`src/rtl/multi_period_meter_pkg.sv`:
```
// Shared types and sizing helpers for the multi-channel period meter.
// Latency: n/a (types and constant functions only).
// Backpressure: n/a.
package multi_period_meter_pkg;

    typedef enum logic [1:0] {
        ST_IDLE    = 2'd0,
        ST_MEASURE = 2'd1,
        ST_STALLED = 2'd2
    } ch_state_t;

    // Each period fits in cnt_w bits, so summing 2^avg_log2 of them needs avg_log2 extra bits.
    function automatic int acc_width(input int cnt_w, input int avg_log2);
        return cnt_w + avg_log2;
    endfunction

    function automatic int idx_width(input int avg_log2);
        return (avg_log2 > 0) ? avg_log2 : 1;
    endfunction

endpackage

```
`src/rtl/multi_period_meter_ch.sv`:
```
// One channel: synchronise, detect rising edges, count clk cycles between them, average.
// Latency: input rise to edge_pulse is SYNC_STAGES+1 cycles; a result strobes with its closing edge.
// Backpressure: none; results are strobed once and the consumer must capture them.
module multi_period_meter_ch
    import multi_period_meter_pkg::*;
#(
    parameter int CNT_W       = 16,
    parameter int SYNC_STAGES = 2,
    parameter int AVG_LOG2    = 0
) (
    input  logic             clk,
    input  logic             rst_n,
    input  logic             clr,
    input  logic             freq_in,
    output logic [CNT_W-1:0] period_out,
    output logic             out_valid,
    output logic             edge_pulse,
    output logic             stalled
);

    localparam int ACC_W = acc_width(CNT_W, AVG_LOG2);
    localparam int IDX_W = idx_width(AVG_LOG2);
    localparam logic [CNT_W-1:0] CNT_MAX = {CNT_W{1'b1}};

    logic [SYNC_STAGES-1:0] sync_q;
    logic                   dly_q;
    logic                   edge_det;

    ch_state_t              state_q;
    ch_state_t              state_d;

    logic [CNT_W-1:0]       cnt_q;
    logic [ACC_W-1:0]       acc_q;
    logic [ACC_W-1:0]       acc_sum;
    logic [IDX_W-1:0]       idx_q;
    logic                   take_period;
    logic                   period_done;
    logic                   cnt_run;
    logic                   hist_clr;

    // The synchroniser is deliberately left alone by clr so a level held across clr is not seen as a new edge.
    always_ff @(posedge clk or negedge rst_n) begin
        if (!rst_n) begin
            sync_q <= '0;
            dly_q  <= 1'b0;
        end else begin
            sync_q <= {sync_q[SYNC_STAGES-2:0], freq_in};
            dly_q  <= sync_q[SYNC_STAGES-1];
        end
    end

    assign edge_det = sync_q[SYNC_STAGES-1] & ~dly_q;

    always_ff @(posedge clk or negedge rst_n) begin
        if (!rst_n) begin
            state_q <= ST_IDLE;
        end else begin
            state_q <= state_d;
        end
    end

    always_comb begin
        state_d = state_q;
        if (clr) begin
            state_d = ST_IDLE;
        end else begin
            unique case (state_q)
                ST_IDLE:    if (edge_det) state_d = ST_MEASURE;
                // An edge arriving on the saturating cycle is still a valid period.
                ST_MEASURE: if (!edge_det && cnt_q == CNT_MAX) state_d = ST_STALLED;
                ST_STALLED: if (edge_det) state_d = ST_MEASURE;
                default:    state_d = ST_IDLE;
            endcase
        end
    end

    always_comb begin
        take_period = edge_det && (state_q == ST_MEASURE);
        cnt_run     = (state_q == ST_MEASURE) && (cnt_q != CNT_MAX);
        hist_clr    = (state_d == ST_STALLED);
        stalled     = (state_q == ST_STALLED);
    end

    assign acc_sum     = acc_q + ACC_W'(cnt_q);
    assign period_done = (AVG_LOG2 == 0) || (idx_q == {IDX_W{1'b1}});

    always_ff @(posedge clk or negedge rst_n) begin
        if (!rst_n) begin
            cnt_q      <= '0;
            acc_q      <= '0;
            idx_q      <= '0;
            period_out <= '0;
            out_valid  <= 1'b0;
            edge_pulse <= 1'b0;
        end else if (clr) begin
            cnt_q      <= '0;
            acc_q      <= '0;
            idx_q      <= '0;
            period_out <= '0;
            out_valid  <= 1'b0;
            edge_pulse <= 1'b0;
        end else begin
            edge_pulse <= edge_det;
            out_valid  <= 1'b0;

            if (edge_det) begin
                cnt_q <= CNT_W'(1);
            end else if (cnt_run) begin
                cnt_q <= cnt_q + CNT_W'(1);
            end

            if (take_period) begin
                if (period_done) begin
                    period_out <= acc_sum[AVG_LOG2 +: CNT_W];
                    out_valid  <= 1'b1;
                    acc_q      <= '0;
                    idx_q      <= '0;
                end else begin
                    acc_q      <= acc_sum;
                    idx_q      <= idx_q + IDX_W'(1);
                end
            end else if (hist_clr) begin
                acc_q <= '0;
                idx_q <= '0;
            end
        end
    end

endmodule

```
`src/rtl/multi_period_meter.sv`:
```
// Multi-channel period meter: NUM_CH independent channels with packed result outputs.
// Latency: input rise to edge_pulse is SYNC_STAGES+1 cycles; results strobe with the closing edge.
// Backpressure: none; out_valid is a single-cycle strobe per channel.
module multi_period_meter
    import multi_period_meter_pkg::*;
#(
    parameter int NUM_CH      = 2,
    parameter int CNT_W       = 16,
    parameter int SYNC_STAGES = 2,
    parameter int AVG_LOG2    = 0
) (
    input  logic                    clk,
    input  logic                    rst_n,
    input  logic [NUM_CH-1:0]       freq_in,
    input  logic                    clr,
    output logic [NUM_CH*CNT_W-1:0] period_out,
    output logic [NUM_CH-1:0]       out_valid,
    output logic [NUM_CH-1:0]       edge_pulse,
    output logic [NUM_CH-1:0]       stalled
);

    for (genvar g = 0; g < NUM_CH; g++) begin : g_ch
        multi_period_meter_ch #(
            .CNT_W       (CNT_W),
            .SYNC_STAGES (SYNC_STAGES),
            .AVG_LOG2    (AVG_LOG2)
        ) u_ch (
            .clk        (clk),
            .rst_n      (rst_n),
            .clr        (clr),
            .freq_in    (freq_in[g]),
            .period_out (period_out[g*CNT_W +: CNT_W]),
            .out_valid  (out_valid[g]),
            .edge_pulse (edge_pulse[g]),
            .stalled    (stalled[g])
        );
    end

endmodule
```
`config.mk`:
```
export PLATFORM = sky130hd
export DESIGN_NAME = multi_period_meter
export DESIGN_NICKNAME = d
export VERILOG_FILES = /design/src/rtl/multi_period_meter_pkg.sv /design/src/rtl/multi_period_meter_ch.sv /design/src/rtl/multi_period_meter.sv
export SDC_FILE = /design/constraint.sdc
export NUM_CORES = 1
export LEC_CHECK = 0
export CAP_MARGIN = 30
export CORE_MARGIN = 2
export CORE_UTILIZATION = 45
export DETAILED_ROUTE_END_ITERATION = 7
export PLACE_DENSITY_LB_ADDON = 0.25
export SYNTH_ARGS = -nofsm -noshare
export SYNTH_HDL_FRONTEND = slang
export SYNTH_SLANG_ARGS = --single-unit
```
`constraint.sdc`:
```
create_clock -name clk -period 2.8 [get_ports clk]
set_input_delay 0.42 -clock clk [delete_from_list [all_inputs] [get_ports clk]]
set_output_delay 0.42 -clock clk [all_outputs]
set_load 0.05 [all_outputs]
```
==> key figures, run 1 <==
Worst setup path
  – WP depth: 2
  – CP Class: reg2out
  – Crit-path cells: nor2b_1 -> clkdlybuf4s50_1
  – Slowest stage delay, CP: 0.85 ns
  – Crit path launch: g_ch[0].u_ch.state_q[0]$_DFFE_PN0P_
  – R2R cell count: 4
  – Crit-path slowest cell: clkdlybuf4s50_1
  – Worst EP arrival: between 1.5 and 2 ns
  – Worst flop-to-flop path endpoint: g_ch[1].u_ch.cnt_q[7]$_DFFE_PN0P_
  – Largest delay share family, worst path: buffers and inverters
  – Crit end category: output port
  – Critical path peak fanout: 5
  – Reg2reg setup slack: between 0.6 and 0.7 ns
  – Kind of start point of the critical path: flip-flop
  – Buf+Inv Stages, Crit Path: 1
  – Worst path required time: 2.38 ns
  – Worst setup path end: stalled[0]
  – FF-to-FF Start: g_ch[1].u_ch.state_q[1]$_DFFE_PN0P_

Run status
  – Status: complete, no violations

Final layout
  – Fill cells: just under 700
  – Layout Nets: 387
  – # diodes: 0
  – Layout cell share with drive strength beyond 1: 7.53%
  – Area grow syn2layout: 20.4%

Yosys
  – Ys Warns: 0
  – Post-synth top cells: dfrtp_1 (78), a21oi_1 (45), nand2_1 (39)
  – Avg Inst Size Synth: 10.2 um2
  – Syn Inst Count: 343
  – Ys async rst share: 100%
  – Flops & latches, synth: 78
  – Most frequent cell after synthesis: dfrtp_1
  – Top_reg_cell synth: dfrtp_1
  – Seq/Total Area, Yosys: between 50% and 60%
  – Area fraction of the dominant cell type after synthesis: a little under three fifths
  – Mapped Area: 0.00351 mm2
  – Post-synth EDFFs: 0
  – Post-Syn Nets: 350
  – Area leader, netlist: dfrtp_1
  – Yosys cell types: 33
  – Main area contributors after synthesis: dfrtp_1 (56%), a21oi_1 (6.4%), nand2_1 (4.2%)

STA
  – Worst slew pin tran: 0.624 ns
  – Final setup vio count: 0
  – Final Hold Vio Count: 0
  – FMAX: 443 MHz
  – Slew Viols, Final: 0
  – Tmin final: approximately 2.3 ns
  – Period utilization: about four fifths
  – Final setup TNS: 0 ns
  – Smallest hold slack: 0.354 ns
  – Final Skew: 0.00619 ns
  – Max transition margin: between 50 and 60%
  – RSZ-0062 raised after global routing: false

Routing
  – M1 WL: 3740 um
  – Vias/cell: 5.84
  – Iter 0 DRT Violations: 137
  – Drt total wl: between 7000 and 8000 um
  – DR WL met3: 289 um
  – Vias after detailed routing: roughly 2800
  – DRC: 0
  – Drt first pass iters: 4
  – DRT antenna net count: 0
  – Top Layer Used: met4
  – Routed len/inst: between 15 and 20 um
  – Met2 WL: between 3000 and 4000 um

Global routing
  – Vias in the first global route: roughly 2700
  – Grt total ovfl: 0
  – Initial antenna violation count: 0
  – Pin count of the biggest net entering global routing: 79
  – Global-route wire length before repair: 12900 um
  – Total GRT Usage: 19.1%

Job
  – Max Cap Viol: 0

Clock network
  – Clock Pin Slew Worst Setup and Hold Paths: ~0.08 ns
  – Clock latency on the worst-skew pair: 0.35 ns
  – Post-cts sizing count: 0
  – # clock sinks: 78
  – CTS max path bufs: 2
  – Root Buffer: clkbuf_8
  – H-tree depth: 3
  – Inserted Clock Buffers: 9
  – TritonCTS clock tree: built

Placed design
  – DP Wirelength: 4940 um
  – Gp weighted congestion: 0.840
  – Buffers on Ports: 42

Floorplanning
  – Standard-cell rows: 32
  – Die Height: 92.3 um
  – Width of the chip: just over 90 um
  – Core Box Area: 0.00765 mm2
  – Die Area: 0.00852 mm2
  – Starting Density: 45.9%
  – I/O Pins: 43

Hold path
  – Worst Hold Depth: 0
  – Worst Hold Class: reg2reg

Power
  – Power Density: 490 mW/mm2
  – Leakage Power: 1.65 nW
  – Worst VDD drop: 354 uV
==> cells by family (layout without fill, tap and decap cells) <==
kind of cell	Yosys count	in the layout	share of synthesized area [%]
AO/OA/AOI/OAI	101	101	18.5
adder cells (fa/ha/maj)	2	2	0.713
buffers and inverters	29	71	3.96
multiplexers	1	1	0.285
AND/OR/NAND/NOR	132	132	20.9
flip-flops	78	78	55.6
==> worst reg2reg max path, delay by kind of cell (launching register included) <==
family / cells / cell delay (ns)
flip-flops: 1 / 0.40
AO/OA/AOI/OAI: 1 / 0.15
AND/OR/NAND/NOR: 3 / 1.49
==> how the worst min path moves through the flow <==
stage	from	end	slack, ns
after floorplan	rst_n	g_ch[0].u_ch.cnt_q[0]$_DFFE_PN0P_	0.12
after global placement	g_ch[1].u_ch.sync_q[0]$_DFF_PN0_	g_ch[1].u_ch.sync_q[1]$_DFF_PN0_	0.33
after detailed placement	g_ch[1].u_ch.sync_q[0]$_DFF_PN0_	g_ch[1].u_ch.sync_q[1]$_DFF_PN0_	0.34
after CTS	rst_n	g_ch[0].u_ch.period_out[7]$_DFFE_PN0P_	0.26
after global routing	g_ch[1].u_ch.sync_q[0]$_DFF_PN0_	g_ch[1].u_ch.sync_q[1]$_DFF_PN0_	0.37
final	g_ch[1].u_ch.sync_q[0]$_DFF_PN0_	g_ch[1].u_ch.sync_q[1]$_DFF_PN0_	0.35
==> final cells by class <==
type | instances | area [um2] | area share (%)
flip-flops and latches | 78 | 1950 | 46.2
multi-input cells | 236 | 1430 | 33.8
repair buffers | 52 | 515 | 12.2
well taps | 102 | 128 | 3.02
clock buffers | 9 | 124 | 2.93
clock inverters | 7 | 65.1 | 1.54
inverters | 3 | 11.3 | 0.267
==> repair_timing <==
| action | CTS | global route |
|---|---|---|
| buffers inserted | 0 | 0 |
| hold buffers | 0 | 1 |
| endpoints found under the hold margin | 0 | 19 |
| setup endpoints to repair | 0 | 0 |
==> routing by layer <==
layer	up-vias	track usage, %
li1	1372	-
met1	1399	27.1
met2	61	28.9
met3	10	3.74
met4	0	8.21
met5	-	0
==> flip-flops by register name, summed over array words and instances (netlist names) <==
register / count
g_ch.u_ch.period_out: 32
g_ch.u_ch.sync_q: 4
g_ch.u_ch.state_q: 4
g_ch.u_ch.out_valid: 2
g_ch.u_ch.dly_q: 2
g_ch.u_ch.edge_pulse: 2
g_ch.u_ch.cnt_q: 32
==> placed cells by master (no fill, tap or decap), types with 13 or more instances in the layout <==
master / Yosys / routed
a21oi_1: 45 / 45
a22o_1: 16 / 16
clkdlybuf4s50_1: 0 / 41
dfrtp_1: 78 / 78
nand2_1: 39 / 39
nand3_1: 14 / 14
nand4_1: 13 / 13
o31ai_1: 18 / 18
or4_1: 18 / 18
==> through the flow <==
stage	area (um2)	total power, mW	cells	utilization [%]	worst slack [ns]
finish	4220	2.07	487	55.2	0.541
global route	4220	2.15	487	55.2	0.430
CTS	4190	2.08	485	54.7	0.538
detailed placement	4000	1.27	469	52.3	0.724
global placement	4000	1.27	469	52.3	0.783
floorplan	3510	1.22	343	-	0.977
==> where the power goes <==
group	internal (mW)	switching, mW	leakage (nW)	total (mW)
Clock	0.405	0.412	0.0948	0.818
Combinational	0.0300	0.0755	0.480	0.105
Sequential	1.14	0.0106	1.07	1.15
Total	1.57	0.498	1.65	2.07
Power figures use the tool's default switching activity.
==> run 2: changes to the inputs <==
==> constraint.sdc (replaced) <==
create_clock -name clk -period 2.2 [get_ports clk]
set_input_delay 0.33 -clock clk [delete_from_list [all_inputs] [get_ports clk]]
set_output_delay 0.33 -clock clk [all_outputs]
set_load 0.05 [all_outputs]
==> run 2 against run 1 <==
  * Non-clock buffer count grew 2
  * Hold slack improved by 0.0082 ns
  * Clock power increased by 32%
  * Routed wire length up 1.4%
  * Largest cell class unchanged
  * Highest routed layer unchanged
==> key figures, run 2 (synthesis gave the netlist of run 1 again) <==
STA
  – Slew Viols, Final: 0
  – FMAX: 468 MHz
  – Final Skew: 0.0126 ns
  – Period utilization: 97.2%
  – Final setup vio count: 0
  – Max transition margin: 54.3%
  – RSZ-0062 raised after global routing: false
  – Final Hold Vio Count: 0
  – Tmin final: between 2 and 2.5 ns
  – Setup ws final: 0.0623 ns
  – Worst slew pin tran: 0.681 ns
  – Final setup TNS: 0 ns

Routing
  – Vias after detailed routing: approximately 2800
  – M1 WL: 3820 um
  – Routed len/inst: between 15 and 20 um
  – DRT antenna net count: 0
  – Iter 0 DRT Violations: approximately 130
  – Drt first pass iters: 4
  – DR WL met3: 303 um
  – Vias/cell: slightly below 6
  – Top Layer Used: met4
  – DRC: 0
  – Met2 WL: 3370 um
  – Drt total wl: 7620 um

Clock network
  – Root Buffer: clkbuf_8
  – TritonCTS clock tree: built
  – # clock sinks: 78
  – Clock Pin Slew Worst Setup and Hold Paths: 0.07 ns
  – H-tree depth: 3
  – CTS max path bufs: 2
  – Setup Fix Bufs, Post-CTS: 0
  – Inserted Clock Buffers: 9
  – Clock latency on the worst-skew pair: 0.36 ns

Global routing
  – Vias in the first global route: 2762
  – Pin count of the biggest net entering global routing: 55
  – Total GRT Usage: around a fifth
  – Grt total ovfl: 0
  – Global-route wire length before repair: 13000 um
  – Initial antenna violation count: 0

Power
  – Clock power share: between 40% and 50%
  – Power Density: 630 mW/mm2
  – Switch share: roughly a quarter
  – Internal power: 2.04 mW
  – Net switching power: 0.632 mW
  – Comb pwr share: 5.2%
  – Worst VDD drop: 335 uV
  – Leakage Power: 1.67 nW
  – Flop pwr share: 54.5%

Final layout
  – Multi-input gate area: ~0.0014 mm2
  – Commonest non-fill, non-tap cell in the layout: dfrtp_1
  – Area grow syn2layout: 21.0%
  – Layout cell share with drive strength beyond 1: ~7.8%
  – Biggest regs: g_ch.u_ch.cnt_q (32), g_ch.u_ch.period_out (32)
  – Layout Nets: 389
  – Final instance area: around 0.0042 mm2
  – Fill cells: 687
  – # diodes: 0
  – Most frequent cells in the layout: dfrtp_1 (78), a21oi_1 (45), clkdlybuf4s50_1 (40)
  – Register area: 0.00195 mm2

Worst setup path
  – Worst flop-to-flop path endpoint: g_ch[0].u_ch.cnt_q[3]$_DFFE_PN0P_
  – Kind of start point of the critical path: flip-flop
  – Critical path peak fanout: 5
  – FF-to-FF Start: g_ch[0].u_ch.cnt_q[0]$_DFFE_PN0P_
  – R2R cell count: 5
  – Crit end category: output port
  – Worst path required time: 1.87 ns
  – Reg2reg setup slack: 0.21 ns
  – CP Class: reg2out
  – Crit path launch: g_ch[1].u_ch.state_q[0]$_DFFE_PN0P_
  – Worst EP arrival: roughly 1.8 ns
  – Worst setup path end: stalled[1]

Run status
  – Status: complete, no violations

Placed design
  – Gp weighted congestion: roughly 0.84
  – Post-Place Setup Slack: 0.243 ns
  – Buffers on Ports: between 40 and 50
  – DP Wirelength: 5110 um
  – Area post-placement: about 0.0040 mm2

Floorplanning
  – Die Height: slightly above 90 um
  – I/O Pins: 43
  – Core Box Area: 0.00765 mm2
  – Standard-cell rows: 32
  – Die Area: 0.00852 mm2
  – Width of the chip: approximately 92 um
  – Starting Density: 45.9%

Job
  – Max Cap Viol: 0

Hold path
  – Worst Hold Class: reg2reg
==> run 2: changes by cell type in the layout (fill, tap and decap cells not counted), sizes merged <==
| cell | change |
|---|---|
| buf | +2 |
| clkbuf | +2 |
| clkdlybuf4s50 | -1 |
| clkinv | -2 |
| dlymetal6s2s | +1 |
==> run 2: routing by layer <==
layer  up-vias  track usage [%]
met1      1368             28.6
met2        74             28.4
met5         -                0
li1       1375                -
met4         0             8.21
met3         9             2.85
==> run 2: worst min-delay path by stage <==
stage	startpoint	end	slack (ns)	cells past startpoint
6_report	g_ch[1].u_ch.sync_q[0]$_DFF_PN0_	g_ch[1].u_ch.sync_q[1]$_DFF_PN0_	0.36	0
5_1_grt	g_ch[1].u_ch.sync_q[0]$_DFF_PN0_	g_ch[1].u_ch.sync_q[1]$_DFF_PN0_	0.37	0
3_3_place_gp	rst_n	g_ch[1].u_ch.cnt_q[3]$_DFFE_PN0P_	0.26	1
4_1_cts	g_ch[1].u_ch.sync_q[0]$_DFF_PN0_	g_ch[1].u_ch.sync_q[1]$_DFF_PN0_	0.36	0
2_1_floorplan	rst_n	g_ch[0].u_ch.cnt_q[0]$_DFFE_PN0P_	0.03	0
3_5_place_dp	rst_n	g_ch[1].u_ch.period_out[3]$_DFFE_PN0P_	0.27	1
==> run 2: power by group through the flow <==
stage,clock (mW),combinational (mW),sequential (mW)
2_1_floorplan,0,0.0679,1.49
4_1_cts,1.11,0.143,1.46
6_report,1.08,0.140,1.46
3_5_place_dp,0,0.141,1.49
3_3_place_gp,0,0.139,1.49
5_1_grt,1.17,0.157,1.46
==> run 2: area by class of cell <==
| type | count | share of cell area, % |
|---|---|---|
| sequential | 78 | 46.0 |
| multi-input combinational | 236 | 33.7 |
| clock buffer | 11 | 3.33 |
| timing repair buffer | 54 | 12.4 |
| clock inverter | 5 | 1.39 |
| inverter | 3 | 0.265 |
| tap | 102 | 3.01 |
==> run 2: stage by stage <==
step / instances / util (%) / hold WS, ns / total power, mW
after detailed placement: 472 / 52.7 / 0.266 / 1.63
after global routing: 489 / 55.5 / 0.368 / 2.79
after global placement: 472 / 52.7 / 0.262 / 1.63
after CTS: 489 / 55.5 / 0.364 / 2.71
final: 489 / 55.5 / 0.362 / 2.68
after floorplan: 343 / - / 0.0344 / 1.56
==> run 2: critical path, stage by stage, from the launching register on <==
cell             delay (ns)
dfrtp_1                0.41
and2b_1                0.24
clkdlybuf4s50_1        0.81
==> run 2: what timing repair did <==
item                                    4_1_cts  5_1_grt
hold buffers                                  1        0
resized for setup                             0        1
endpoints found under the hold margin        24        0
endpoints found under the setup margin        0        1
==> run 3: changes to the inputs <==
--- a/config.mk
+++ b/config.mk
@@ -9,7 +9,7 @@
 export CORE_MARGIN = 2
 export CORE_UTILIZATION = 45
 export DETAILED_ROUTE_END_ITERATION = 7
-export PLACE_DENSITY_LB_ADDON = 0.25
+export PLACE_DENSITY = 0.78
 export SYNTH_ARGS = -nofsm -noshare
 export SYNTH_HDL_FRONTEND = slang
 export SYNTH_SLANG_ARGS = --single-unit
==> run 3 against run 2 <==
  * Clock-buffer cell count is 2 lower
  * Register-to-register slack got worse by 0.02 ns
  * Highest routed layer unchanged
  * Die area stayed put
  * Total power is 4.0% higher
  * Via count is 1.7% higher
  * First-iteration DRC count rose by 51%
==> key figures, run 3 (synthesis gave the netlist of run 1 again) <==
Routing
  – Vias after detailed routing: 2873
  – Drt first pass iters: 5
  – Routed len/inst: 15.4 um
  – Vias/cell: 5.88
  – Drt total wl: 7510 um
  – DRC: 0
  – DRT antenna net count: 0
  – Iter 0 DRT Violations: ~200

Clock network
  – Clock latency on the worst-skew pair: 0.34 ns
  – Setup Fix Bufs, Post-CTS: 0
  – CTS max path bufs: 2
  – Root Buffer: clkbuf_8
  – TritonCTS clock tree: built
  – Inserted Clock Buffers: 9
  – # clock sinks: 78
  – Clock Pin Slew Worst Setup and Hold Paths: 0.08 ns
  – H-tree depth: 3

Placed design
  – Buffers on Ports: 42
  – DP Wirelength: a little over 5000 um
  – Gp weighted congestion: around 0.8

Worst setup path
  – Slowest stage delay, CP: 0.80 ns
  – Kind of start point of the critical path: flip-flop
  – CP Class: reg2out
  – Buf+Inv Stages, Crit Path: 1
  – Largest delay share family, worst path: buffers and inverters
  – Crit-path cells: and2b_1 -> clkdlybuf4s50_1
  – Worst EP arrival: 1.81 ns
  – Crit-path slowest cell: clkdlybuf4s50_1
  – Critical path peak fanout: 5
  – Crit end category: output port
  – Worst path required time: 1.87 ns

Power
  – Pwr Total: 2.78 mW
  – Power Density: 653 mW/mm2
  – Worst VDD drop: 363 uV
  – Leakage Power: between 1.5 and 2 nW

Final layout
  – Biggest regs: g_ch.u_ch.cnt_q (32), g_ch.u_ch.period_out (32)
  – Commonest non-fill, non-tap cell in the layout: dfrtp_1
  – Most frequent cells in the layout: dfrtp_1 (78), a21oi_1 (45), clkdlybuf4s50_1 (40)
  – Layout cell share with drive strength beyond 1: 7.75%
  – # diodes: 0
  – Layout Nets: between 300 and 400
  – Area grow syn2layout: 21.5%

Floorplanning
  – Die Height: 92.3 um
  – Starting Density: a little under half
  – I/O Pins: 43
  – Die Area: 0.00852 mm2
  – Core Box Area: 0.00765 mm2
  – Standard-cell rows: 32
  – Width of the chip: 92.3 um

Global routing
  – Pin count of the biggest net entering global routing: 46
  – Vias in the first global route: 2606
  – Grt total ovfl: 0
  – Initial antenna violation count: 0
  – Total GRT Usage: between 10% and 20%
  – Global-route wire length before repair: 13000 um

STA
  – Slew Viols, Final: 0
  – Final Hold Vio Count: 0
  – Final Skew: 0.00689 ns
  – Tmin final: 2.14 ns
  – FMAX: between 400 and 500 MHz
  – Period utilization: 97.2%
  – RSZ-0062 raised after global routing: false
  – Final setup TNS: 0 ns
  – Final setup vio count: 0
  – Worst slew pin tran: 0.576 ns
  – Max transition margin: 61.5%

Hold path
  – Worst Hold Class: reg2reg

Run status
  – Status: complete, no violations

Job
  – Max Cap Viol: 0
[run 3: cell count changes in the layout (fill, tap and decap cells not counted)]
cell	before	now
clkinv_4	1	3
bufinv_16	1	2
clkbuf_1	1	0
clkbuf_8	10	9
clkinvlp_4	2	1
nor3_1	3	4
nor3_2	1	0
[run 3: cell type report]
class / count / area, um2
sequential: 78 / 1950
clock buffer: 9 / 124
fill: 654 / 3380
inverter: 3 / 11.3
clock inverter: 7 / 98.8
timing repair buffer: 54 / 526
tap: 102 / 128
multi-input combinational: 236 / 1420
[run 3: what timing repair did]
item / CTS / global route
resized for setup: 0 / 1
endpoints found under the setup margin: 0 / 1
endpoints found under the hold margin: 33 / 0
hold buffers: 1 / 0
[run 3: final timing paths]
path | start | endpoint | slack (ns) | cells past startpoint
min in group asynchronous | rst_n | g_ch[1].u_ch.state_q[0]$_DFFE_PN0P_ | 0.47 | 2
worst max-delay path | g_ch[1].u_ch.state_q[0]$_DFFE_PN0P_ | stalled[1] | 0.06 | 2
worst min-delay path | g_ch[0].u_ch.sync_q[0]$_DFF_PN0_ | g_ch[0].u_ch.sync_q[1]$_DFF_PN0_ | 0.36 | 0
worst min register to register | g_ch[0].u_ch.sync_q[0]$_DFF_PN0_ | g_ch[0].u_ch.sync_q[1]$_DFF_PN0_ | 0.36 | 0
worst max register to register | g_ch[0].u_ch.cnt_q[0]$_DFFE_PN0P_ | g_ch[0].u_ch.cnt_q[7]$_DFFE_PN0P_ | 0.19 | 5
max in group asynchronous | rst_n | g_ch[0].u_ch.period_out[7]$_DFFE_PN0P_ | 1.15 | 3
[run 3: power breakdown]
group          switching (mW)  internal [mW]  leakage (nW)  total (mW)
sequential             0.0136           1.45          1.07        1.46
combinational          0.0967         0.0403         0.504       0.137
clock                   0.542          0.643         0.109        1.18
[run 3: per-layer routing]
| metal | vias to the layer above | track usage [%] | wire, um | part of all wire, % |
|---|---|---|---|---|
| li1 | 1373 | - | - | - |
| met2 | 91 | 26.7 | 3340 | 44 |
| met3 | 6 | 4.15 | 387 | 5.2 |
| met1 | 1403 | 29.4 | 3730 | 50 |
| met4 | 0 | 5.85 | 53 | 0.71 |
| met5 | - | 0 | 0 | 0 |
[run 3: stage by stage]
stage	worst slack, ns	cell area, um2	utilization [%]	instances	hold slack [ns]
6_report	0.0611	4260	55.7	489	0.358
5_1_grt	0.00532	4260	55.7	489	0.360
4_1_cts	0.0514	4260	55.7	489	0.359
3_5_place_dp	0.211	4030	52.7	472	0.307
3_3_place_gp	0.260	4020	52.6	471	0.311
2_1_floorplan	0.377	3510	-	343	0.0344
